<file path="config.mk">
export PLATFORM = sky130hd
export DESIGN_NAME = uart_rx_frame_buffer
export DESIGN_NICKNAME = d
export VERILOG_FILES = /design/src/rtl/uart_pkg.sv /design/src/rtl/uart_rx_sync.sv /design/src/rtl/uart_rx_frame_buffer.sv
export SDC_FILE = /design/constraint.sdc
export NUM_CORES = 1
export LEC_CHECK = 0
export ABC_AREA = 1
export BUFFER_PORTS_ARGS = -buffer_cell sky130_fd_sc_hd__clkbuf_2
export CAP_MARGIN = 20
export CORE_MARGIN = 5
export CORE_UTILIZATION = 35
export CTS_CLUSTER_DIAMETER = 60
export CTS_CLUSTER_SIZE = 30
export DETAILED_ROUTE_END_ITERATION = 10
export PLACE_DENSITY = 0.57
export SLEW_MARGIN = 20
export SYNTH_ARGS = -nofsm -noshare
export SYNTH_HDL_FRONTEND = slang
export SYNTH_SLANG_ARGS = --single-unit
</file>
<file path="constraint.sdc">
create_clock -name clk -period 2.6 [get_ports clk]
set_input_delay 0.26 -clock clk [delete_from_list [all_inputs] [get_ports clk]]
set_output_delay 0.26 -clock clk [all_outputs]
set_load 0.02 [all_outputs]
</file>
<file path="src/rtl/uart_pkg.sv">
// uart_pkg: constants and types shared by the UART receive/transmit blocks.
//   - Frame bit positions for an 11-bit frame: start, 8 data bits, parity, stop.
//   - FSM state encoding of the receive frame buffer.
//   - Width of one stored FIFO entry: {ferror, perror, data[7:0]}.
package uart_pkg;

  localparam int unsigned START_BIT  = 0;
  localparam int unsigned DATA_LSB   = 1;
  localparam int unsigned DATA_MSB   = 8;
  localparam int unsigned PARITY_BIT = 9;
  localparam int unsigned STOP_BIT   = 10;

  localparam int unsigned FRAME_W    = 11;
  localparam int unsigned ENTRY_W    = 10;

  typedef enum logic [1:0] {
    S_IDLE  = 2'd0,
    S_CHECK = 2'd1,
    S_PUSH  = 2'd2
  } rx_state_e;

endpackage

</file>
<file path="src/rtl/uart_rx_sync.sv">
// uart_rx_sync: two-flop synchronizer for an asynchronous level, with a
// registered copy of the synchronized level for rising-edge detection.
// Ports:
//   clk       system clock, rising edge
//   reset     asynchronous active-low reset; all flops clear to 0, so an
//             input already high at release produces one rising edge
//   async_in  level from another clock domain
//   sync_out  synchronized level
//   rise      one-cycle pulse on a rising edge of sync_out
module uart_rx_sync (
  input  logic clk,
  input  logic reset,
  input  logic async_in,
  output logic sync_out,
  output logic rise
);

  logic meta_q;
  logic sync_q;
  logic prev_q;

  always_ff @(posedge clk or negedge reset) begin
    if (!reset) begin
      meta_q <= 1'b0;
      sync_q <= 1'b0;
      prev_q <= 1'b0;
    end else begin
      meta_q <= async_in;
      sync_q <= meta_q;
      prev_q <= sync_q;
    end
  end

  assign sync_out = sync_q;
  assign rise     = sync_q & ~prev_q;

endmodule

</file>
<file path="src/rtl/uart_rx_frame_buffer.sv">
// uart_rx_frame_buffer: checks start/stop/parity of received 11-bit frames,
// and queues {ferror, perror, data} in a DEPTH-entry FIFO read out through a
// valid/ready handshake.
// Parameters:
//   DEPTH       FIFO entries (power of two, 2..64)
//   PARITY_ODD  0 = even parity over data+parity, 1 = odd
// Ports:
//   clk, reset            system clock; asynchronous active-low reset
//   Rx_frame, Rx_valid    frame and its (asynchronous) availability level
//   Rx_FERROR             frame error from the reception stage
//   rd_data/perror/ferror head entry, valid while rd_valid = 1
//   rd_valid, rd_ready    read handshake; pop when both high
//   full, count           registered occupancy status
//   overrun               sticky; a frame was dropped on a full FIFO
// Build option: define UART_RX_PARITY_CHECK_EN to build the parity checker;
// otherwise the stored parity error flag is constant 0.
module uart_rx_frame_buffer
  import uart_pkg::*;
#(
  parameter int unsigned DEPTH      = 8,
  parameter bit          PARITY_ODD = 1'b0
) (
  input  logic                     clk,
  input  logic                     reset,
  input  logic [FRAME_W-1:0]       Rx_frame,
  input  logic                     Rx_valid,
  input  logic                     Rx_FERROR,
  output logic [7:0]               rd_data,
  output logic                     rd_perror,
  output logic                     rd_ferror,
  output logic                     rd_valid,
  input  logic                     rd_ready,
  output logic                     full,
  output logic [$clog2(DEPTH):0]   count,
  output logic                     overrun
);

  localparam int unsigned PW = $clog2(DEPTH);
  localparam int unsigned CW = PW + 1;

  rx_state_e state_q, state_d;

  logic               frame_rise;
  logic               valid_sync;
  logic               capture;
  logic               check;
  logic               push_req;
  logic               push;
  logic               pop;

  logic [FRAME_W-1:0] frame_q;
  logic               fin_q;
  logic               ferror_q;
  logic               perror_q;

  logic [ENTRY_W-1:0] mem [DEPTH];
  logic [PW-1:0]      wr_ptr;
  logic [PW-1:0]      rd_ptr;
  logic [CW-1:0]      count_q;
  logic [CW-1:0]      count_d;
  logic               full_q;
  logic               overrun_q;
  logic [ENTRY_W-1:0] head;

  uart_rx_sync u_sync (
    .clk      (clk),
    .reset    (reset),
    .async_in (Rx_valid),
    .sync_out (valid_sync),
    .rise     (frame_rise)
  );

  // Only the edge matters; the level itself is not used here.
  logic unused_sync;
  assign unused_sync = valid_sync;

  always_ff @(posedge clk or negedge reset) begin
    if (!reset) state_q <= S_IDLE;
    else        state_q <= state_d;
  end

  // Events outside S_IDLE are ignored: the receiver cannot deliver a new
  // frame within the three-cycle capture/check/push sequence.
  always_comb begin
    state_d  = state_q;
    capture  = 1'b0;
    check    = 1'b0;
    push_req = 1'b0;
    case (state_q)
      S_IDLE: begin
        if (frame_rise) begin
          capture = 1'b1;
          state_d = S_CHECK;
        end
      end
      S_CHECK: begin
        check   = 1'b1;
        state_d = S_PUSH;
      end
      S_PUSH: begin
        push_req = 1'b1;
        state_d  = S_IDLE;
      end
      default: state_d = S_IDLE;
    endcase
  end

  always_ff @(posedge clk or negedge reset) begin
    if (!reset) begin
      frame_q  <= '0;
      fin_q    <= 1'b0;
      ferror_q <= 1'b0;
    end else begin
      if (capture) begin
        frame_q <= Rx_frame;
        fin_q   <= Rx_FERROR;
      end
      if (check) begin
        ferror_q <= fin_q | frame_q[START_BIT] | ~frame_q[STOP_BIT];
      end
    end
  end

`ifdef UART_RX_PARITY_CHECK_EN
  always_ff @(posedge clk or negedge reset) begin
    if (!reset)     perror_q <= 1'b0;
    else if (check) perror_q <= (^frame_q[PARITY_BIT:DATA_LSB]) ^ PARITY_ODD;
  end
`else
  assign perror_q = 1'b0;
  logic unused_parity;
  assign unused_parity = frame_q[PARITY_BIT] ^ PARITY_ODD;
`endif

  // A pop on the same edge frees the slot, so a push into a full FIFO still
  // succeeds; an empty FIFO has no bypass because rd_valid is still low.
  assign pop     = (count_q != '0) && rd_ready;
  assign push    = push_req && (!full_q || pop);
  assign count_d = count_q + CW'(push) - CW'(pop);

  always_ff @(posedge clk) begin
    if (push) mem[wr_ptr] <= {ferror_q, perror_q, frame_q[DATA_MSB:DATA_LSB]};
  end

  always_ff @(posedge clk or negedge reset) begin
    if (!reset) begin
      wr_ptr    <= '0;
      rd_ptr    <= '0;
      count_q   <= '0;
      full_q    <= 1'b0;
      overrun_q <= 1'b0;
    end else begin
      if (push) wr_ptr <= wr_ptr + PW'(1);
      if (pop)  rd_ptr <= rd_ptr + PW'(1);
      count_q <= count_d;
      full_q  <= (count_d == CW'(DEPTH));
      if (push_req && !push) overrun_q <= 1'b1;
    end
  end

  assign head      = mem[rd_ptr];
  assign rd_data   = head[7:0];
  assign rd_perror = head[8];
  assign rd_ferror = head[9];
  assign rd_valid  = (count_q != '0);
  assign full      = full_q;
  assign count     = count_q;
  assign overrun   = overrun_q;

endmodule

</file>
# After elaboration in Yosys (flattened, before gate mapping)
# Memory sizes are Yosys's and may differ from the RTL's.
# Index checks and enable logic that the tools add are counted.
# classes
n_bitwise,5
reduce_logical,8
n_eq_ne,4
mux,8
addsub,4
# ops
op,n
$add 3x1->3 const B,2
$mux 1,6
$add 4x1->4,1
$eq 4x4->1 const B,1
$pmux 2 s2,1
$reduce_bool 4->1,1
$sub 4x1->4,1
$logic_and 1x1->1,3
$eq 2x1->1 const B,1
$eq 2x2->1 const B,1
$logic_not 1->1,2
$logic_not 2->1,1
$mux 2,1
$ne 2x2->1 const B,1
$not 1->1,2
$or 1x1->1,2
$and 1x1->1,1
$logic_or 1x1->1,1
# totals
regBits,30
wordCells,42
memories,1
ram_bits,72
# mem_list
name,depth,word_bits,rd,rd_ports_with_merged_regs,wr,line,source
mem,8,9,1,0,1,uart_rx_frame_buffer.sv:56,logic [ENTRY_W-1:0] mem [DEPTH];

# Longest topological paths before layout
# Gate-level depths: netlist of the first run.
# depth
depth_word,7
mapped_depth,14
mapped_depth_nobuf,14

# By module
# From an unflattened synthesis of the first run, not the netlist that was laid out.
# hier_totals
hier_cells,386
area_unflattened_um2,4245.3
# by_module_without_submodules
module,cells_per_inst,n_inst,area_each_um2
uart_rx_frame_buffer,381,1,4160.2
uart_rx_sync,5,1,85.1

# Worst setup path after synthesis of the first run
# No wires, ideal clock.
# synth_timing
path_type,register to register
startpoint,"register count_q[2], in the netlist count[2]"
endpoint,"register full_q, in the netlist full"
path_slack_ns,0.088
n_path_buf,0
stages_incl_launch_ff,14
required_ns,2.529
setup_time_ns,0.071
arrival_ns,2.441
path_cell_list,dfrtp_1 > inv_1 > ha_1 > nand2_1 > nand2_1 > nand2_2 > nand2_2 > ha_1 > inv_1 > ha_1 > fa_1 > xnor2_1 > nand2_1 > nor2_1
# synth_between
elab_chain_cells,7
# synth_lines
item,line,source
"start, declared",uart_rx_frame_buffer.sv:59,logic [CW-1:0] count_q;
"start signal, assigned",uart_rx_frame_buffer.sv:155,count_q <= count_d;
$reduce_bool 4->1 *,n/a,
net rd_valid,uart_rx_frame_buffer.sv:31,"output logic rd_valid,"
$logic_and 1x1->1 *,uart_rx_frame_buffer.sv:137,assign pop = (count_q != '0) && rd_ready;
$logic_or 1x1->1,uart_rx_frame_buffer.sv:138,assign push = push_req && (!full_q || pop);
$logic_and 1x1->1,uart_rx_frame_buffer.sv:138,
$add 4x1->4,uart_rx_frame_buffer.sv:139,assign count_d = count_q + CW'(push) - CW'(pop);
$sub 4x1->4 *,uart_rx_frame_buffer.sv:139,
$eq 4x4->1 *,uart_rx_frame_buffer.sv:156,full_q <= (count_d == CW'(DEPTH));
"end signal, assigned",uart_rx_frame_buffer.sv:156,
"end, declared",uart_rx_frame_buffer.sv:61,logic full_q;
# The timed path passes the listed nets; every way through them passes the cells marked *.
# A chain may end at the register's enable or synchronous reset.

# Worst setup path after layout of the first run
# layout_timing
startpoint,"register count_q[2], in the netlist count[2]"
endpoint,"register full_q, in the netlist full"
# layout_between
elab_chain_cells,7
# layout_lines
item,line
$reduce_bool 4->1,uart_rx_frame_buffer.sv:137
$logic_and 1x1->1,uart_rx_frame_buffer.sv:137
$logic_or 1x1->1,uart_rx_frame_buffer.sv:138
$logic_and 1x1->1,uart_rx_frame_buffer.sv:138
$add 4x1->4,uart_rx_frame_buffer.sv:139
$sub 4x1->4 *,uart_rx_frame_buffer.sv:139
$eq 4x4->1 *,uart_rx_frame_buffer.sv:156
# Mark *: on every way between the ends. The rest lies on a longest branch, timed or not.

==> impl_metrics.toml, run 1 <==
[setup_path]
timing.rr.start = "count[2]"
reg2reg_depth = 13
cp.required_ns = 2.87
reg2reg_slack_ns = 0.24
cp-start-kind = "flip-flop"
slowest_delay_ns = 0.41
critPathArrivalTime_ns = 2.62
slowest_stage = "fa_1"
cp_cell_sequence = "inv_1 -> ha_1 -> nand2_1 -> nand2_1 -> nand2_2 -> nand2_4 -> ha_1 -> inv_1 -> ha_1 -> fa_1 -> xnor2_2 -> nand2_1 -> nor2_1"
critPathCaptureType = "flip-flop"
r2r_end = "full"
path_class = "reg -> reg"
path_max_fanout = 9

[cts]
clock_latency_ns = 0.33
htreeDepth = 3
cts_buffers = 9
cts.path.max_buffers = 2
clkSinkCount = 101
cts_tree = "built"
path_clk_slew_ns = 0.06
cts-root-buf = "clkbuf_16"

[global_routing]
grt_remaining_overflow = 0
grtUsageTotal = 0.1261
grt_max_degree = 30
busiest_layer = "met2"
gr-usage-met3 = 0.02969
grtUsageMet2 = 0.2055
grt_pass1_wl_mm = 13.97
met1_usage = 0.1646
antenna_found_initial = 0
grt_pass1_vias = 2743

[sta]
setup_violations = 0
drv_slew = 0
rsz0062_at_grt = "no"
timing.slew.headroom = 0.5242
period_needed_ns = 2.357
skew_ns = 0.005428
setup_tns_ns = 0
max_freq_mhz = 424.3
worst_pin_slew_ns = 0.7137
period_share = 0.9065
finalHoldViolCount = 0

[routing]
routed_wl_mm = 8.605
vias = 2780
first_pass_iters = 4
via_per_inst = 4.785
wl_per_cell_um = 14.81
antenna_left = 0
first_iter_violations = 201
drc_errors = 0

[floorplanning]
io_pins = 33
start_util = 0.3547
rows = 40
dieWidth_um = 119.9
die_y_um = 119.9
dieArea_mm2 = 0.01437
core-area_mm2 = 0.01191

[cells_and_area]
final_common_cell = "nand2_1"
num_antenna_cells = 0
final_cell_area_mm2 = 0.004895
synthToLayoutAreaGrowth_pct = 15.84
final_cells = 581
drive_gt1_frac = 0.1521
fillCellCount = 1171
nets = 453
final_cell_mix = "nand2_1, edfxtp_1, nor2_1, clkbuf_2"

[synthesis]
syn-cell-area_mm2 = 0.004225
syn_avg_cell_area_um2 = 10.95
syn_nets = 410
yosys_warnings = 0
ys_seq_area_frac = 0.6834
netlist_instances = 386
yosys.cell_types.count = 27
ys_seq_elements = 101

[worst_hold_path]
hold_depth = 1
hold_start = "Rx_valid"
holdCritPathClass = "in -> reg"
holdPathEnd = "u_sync.meta_q"

[placement]
place_area_mm2 = 0.004541
place_inst = 562
detailed_place_hpwl_mm = 5.712
io_buffer_count = 30
gp_congestion = 0.7723

[pwr]
power_density_mw_per_mm2 = 1089
p_leak_uw = 0.002088
ir_worst_vdd_mv = 0.6243
p_total_uw = 5330

[job]
maxCapViolCount = 0

[outcome]
run_status = "complete, no violations"
routing by layer:
metal  share of wire  vias to the layer above
li1                -                     1355
met1            0.46                     1349
met2            0.48                       65
met3           0.048                       11
met4           0.016                        0
met5               0                        -
synthesized netlist by cell type:
master    instances  area (um2)
nand2_1         132       495.5
edfxtp_1         72        2162
nor2_1           42       157.7
dfrtp_1          29       725.7
o21ai_0          29       145.1
inv_1            27       101.4
nand3_1           9       45.04
o211ai_1          9       67.56
ha_1              7       87.58
buf_6             6       67.56
buf_4             4       30.03
buf_2             3       15.01
nand2_2           2       12.51
xor2_1            2       17.52
a21oi_1           1       5.000
a41oi_1           1       8.760
clkbuf_1          1       3.750
clkinv_1          1       3.750
conb_1            1       3.750
fa_1              1       20.02
inv_2             1       3.750
inv_6             1       8.760
nand3_2           1       10.01
nor2_2            1       6.260
o21ai_1           1       5.000
o21bai_1          1       7.510
xnor2_1           1       8.760
state kept, by name, summed over array words and instances (netlist names), 2 cells and up:
register,count
count,4
frame_q,10
mem,72
rd_ptr,3
state_q,2
wr_ptr,3
worst max-delay path: cells and delay by family (launching register included):
| kind | cells | cell delay, ns |
|---|---|---|
| xor+xnor | 1 | 0.16 |
| fa+ha+maj | 4 | 1.10 |
| buf+inv | 2 | 0.10 |
| flops | 1 | 0.34 |
| simple gates | 6 | 0.59 |
power by group:
| part | switching (uW) | leakage [uW] | internal [uW] |
|---|---|---|---|
| Sequential | 198 | 0.00100 | 1950 |
| Combinational | 1180 | 0.000937 | 602 |
| Clock | 553 | 0.000146 | 847 |
timing repair:
item,in CTS,in global routing
buffers inserted,0,2
hold buffers,1,0
gates resized for setup,0,2
endpoints found under the setup margin,0,1
hold endpoints to repair,20,0
how the worst max path moves through the flow:
| stage | startpoint | end | slack, ns | cells after the start |
|---|---|---|---|---|
| 2_1_floorplan | count[2] | full | 0.09 | 13 |
| 3_3_place_gp | count[2] | full | 0.24 | 13 |
| 3_5_place_dp | count[2] | full | 0.17 | 13 |
| 4_1_cts | count[2] | full | 0.15 | 13 |
| 5_1_grt | count[2] | full | 0.01 | 13 |
| 6_report | count[2] | full | 0.24 | 13 |
final cells by class:
type / count / area [um2] / area share
inverters: 30 / 117.6 / 0.02403
well taps: 147 / 183.9 / 0.03758
clock buffers: 11 / 232.7 / 0.04755
multi-input cells: 241 / 1116 / 0.2280
repair buffers: 46 / 272.8 / 0.05573
flip-flops and latches: 101 / 2888 / 0.5900
clock inverters: 5 / 83.83 / 0.01713
stage by stage:
step	util	setup slack [ns]	hold slack, ns
2_1_floorplan	-	0.08763	-0.03559
3_3_place_gp	0.3812	0.2441	0.3413
3_5_place_dp	0.3812	0.1730	0.3370
4_1_cts	0.4086	0.1535	0.02842
5_1_grt	0.4109	0.01356	0.03501
6_report	0.4109	0.2432	0.03788
cell families after synthesis:
family,share of synthesized area
xor gates and xnor gates,0.006220
buffers and inverters,0.05537
and+or+nand+nor,0.1720
AOI/OAI and AO/OA,0.05656
other,0.0008875
adders and majority gates,0.02547
DFF,0.6834
No activity file was read; power rests on OpenSTA's default activity.
==> run 2, diff against run 1 <==
CTS_BUF_LIST = sky130_fd_sc_hd__clkbuf_4   (was default)
==> run 2 against run 1 <==
Sequential share of layout area grew 0.52 points. Worst hold slack lost 0.017 ns. Clock skew grew 0.014 ns. Via count grew 1.2%. Total power shrank 8.4%. Design area shrank 0.87%. Clock power shrank 34%. Register-to-register slack lost 0.02 ns.
==> impl_metrics.toml, run 2 (same netlist as run 1, synthesis figures left out) <==
[outcome]
run_status = "complete, no violations"

[placement]
place_ws_ns = 0.1730
io_buffer_count = 30
detailed_place_hpwl_mm = 5.712
gp_congestion = 0.7723
place_area_mm2 = 0.004541

[pwr]
ir_worst_vdd_mv = 0.6059
p_leak_uw = 0.002072
power_density_mw_per_mm2 = 1006

[global_routing]
grt_pass1_vias = 2756
grt_pass1_wl_mm = 14.03
grt_remaining_overflow = 0
grt_max_degree = 30
antenna_found_initial = 0
grtUsageTotal = 0.1262

[routing]
vias = 2813
routed_wl_mm = 8.727
first_pass_iters = 4
antenna_left = 0
first_iter_violations = 181
wl_per_cell_um = 14.74
via_per_inst = 4.752
drc_errors = 0

[job]
maxCapViolCount = 0

[sta]
worst_pin_slew_ns = 0.7169
setup_violations = 0
setup_tns_ns = 0
worst_slack_ns = 0.2258
drv_slew = 0
timing.slew.headroom = 0.5221
skew_ns = 0.01896
finalHoldViolCount = 0
period_needed_ns = 2.374
period_share = 0.9131
rsz0062_at_grt = "no"
holdWs_ns = 0.02089
max_freq_mhz = 421.2

[floorplanning]
io_pins = 33
rows = 40
die_y_um = 119.9
start_util = 0.3547
dieWidth_um = 119.9
core-area_mm2 = 0.01191
dieArea_mm2 = 0.01437

[cts]
cts-root-buf = "clkbuf_4"
clkSinkCount = 101
cts_buffers = 9
path_clk_slew_ns = 0.15
cts.path.max_buffers = 2
clock_latency_ns = 0.44
htreeDepth = 3
cts_tree = "built"

[cells_and_area]
nets = 464
synthToLayoutAreaGrowth_pct = 14.84
seq_area_mm2 = 0.002888
final_common_cell = "nand2_1"
largest-register = "mem"
drive_gt1_frac = 0.1551
final_cell_mix = "nand2_1, edfxtp_1, nor2_1, clkbuf_2"
largest_reg_flops = 72
fillCellCount = 1184
num_antenna_cells = 0
final_cell_area_mm2 = 0.004852
multi_input_area_mm2 = 0.001116

[setup_path]
slowest_stage = "fa_1"
path_buf_inv = 2
cp_cell_sequence = "inv_1 -> ha_1 -> nand2_1 -> nand2_1 -> nand2_2 -> nand2_4 -> ha_1 -> inv_1 -> ha_1 -> fa_1 -> xnor2_2 -> nand2_1 -> nor2_1"
critPathCaptureType = "flip-flop"
crit_family = "adder cells"
cp.required_ns = 2.97
path_class = "reg -> reg"
slowest_delay_ns = 0.41
critPathArrivalTime_ns = 2.75
cp-start-kind = "flip-flop"
path_max_fanout = 9

[worst_hold_path]
holdCritPathClass = "in -> reg"
## run 2: layout make-up
class | count | area share
flip-flops and latches | 101 | 0.5952
clock buffers | 11 | 0.01702
multi-input cells | 241 | 0.2300
inverters | 30 | 0.02424
well taps | 147 | 0.03791
clock inverters | 5 | 0.01728
repair buffers | 57 | 0.07839
## run 2: final timing paths
kind / slack (ns) / from / depth (start not counted) / end
hold reg to reg: 0.37 / u_sync.meta_q / 0 / u_sync.sync_out
setup / recovery: 0.23 / count[2] / 13 / full
max in group asynchronous: 1.75 / reset / 2 / rd_ptr[0]
hold / removal: 0.02 / Rx_FERROR / 3 / fin_q
setup reg to reg: 0.23 / count[2] / 13 / full
min in group asynchronous: 0.38 / reset / 2 / state_q[1]
## run 2: report_power, final
part	switching [uW]	total, uW	internal [uW]
Sequential	198	2150	1950
Clock	514	930	416
Combinational	1180	1800	621
Total	1890	4880	2990
## run 2: metrics by stage
stage	cells	util	power, uW
6_report	592	0.4074	4882
5_1_grt	592	0.4074	5246
4_1_cts	588	0.4036	4901
3_5_place_dp	562	0.3812	3973
3_3_place_gp	562	0.3812	3931
2_1_floorplan	386	-	3461
## run 2: worst register-to-register path, cell delays in order (launching register included)
cell,delay (ns)
dfrtp_1,0.37
inv_1,0.06
ha_1,0.19
nand2_1,0.08
nand2_1,0.11
nand2_2,0.14
nand2_4,0.09
ha_1,0.30
inv_1,0.04
ha_1,0.20
fa_1,0.41
xnor2_2,0.16
nand2_1,0.07
nor2_1,0.10
## run 2: metal layers
| layer | GRT usage | part of all wire | vias to the layer above |
|---|---|---|---|
| li1 | - | - | 1376 |
| met1 | 0.1659 | 0.46 | 1369 |
| met2 | 0.2055 | 0.48 | 58 |
| met3 | 0.03393 | 0.047 | 10 |
| met4 | 0.03722 | 0.0094 | 0 |
| met5 | 0 | 0 | - |
## run 2: repair_timing
action                                 4_1_cts  5_1_grt
endpoints found under the hold margin       38        1
hold buffers                                10        1
setup endpoints to repair                    0        1
setup buffers                                0        3
gates resized for setup                      0        2
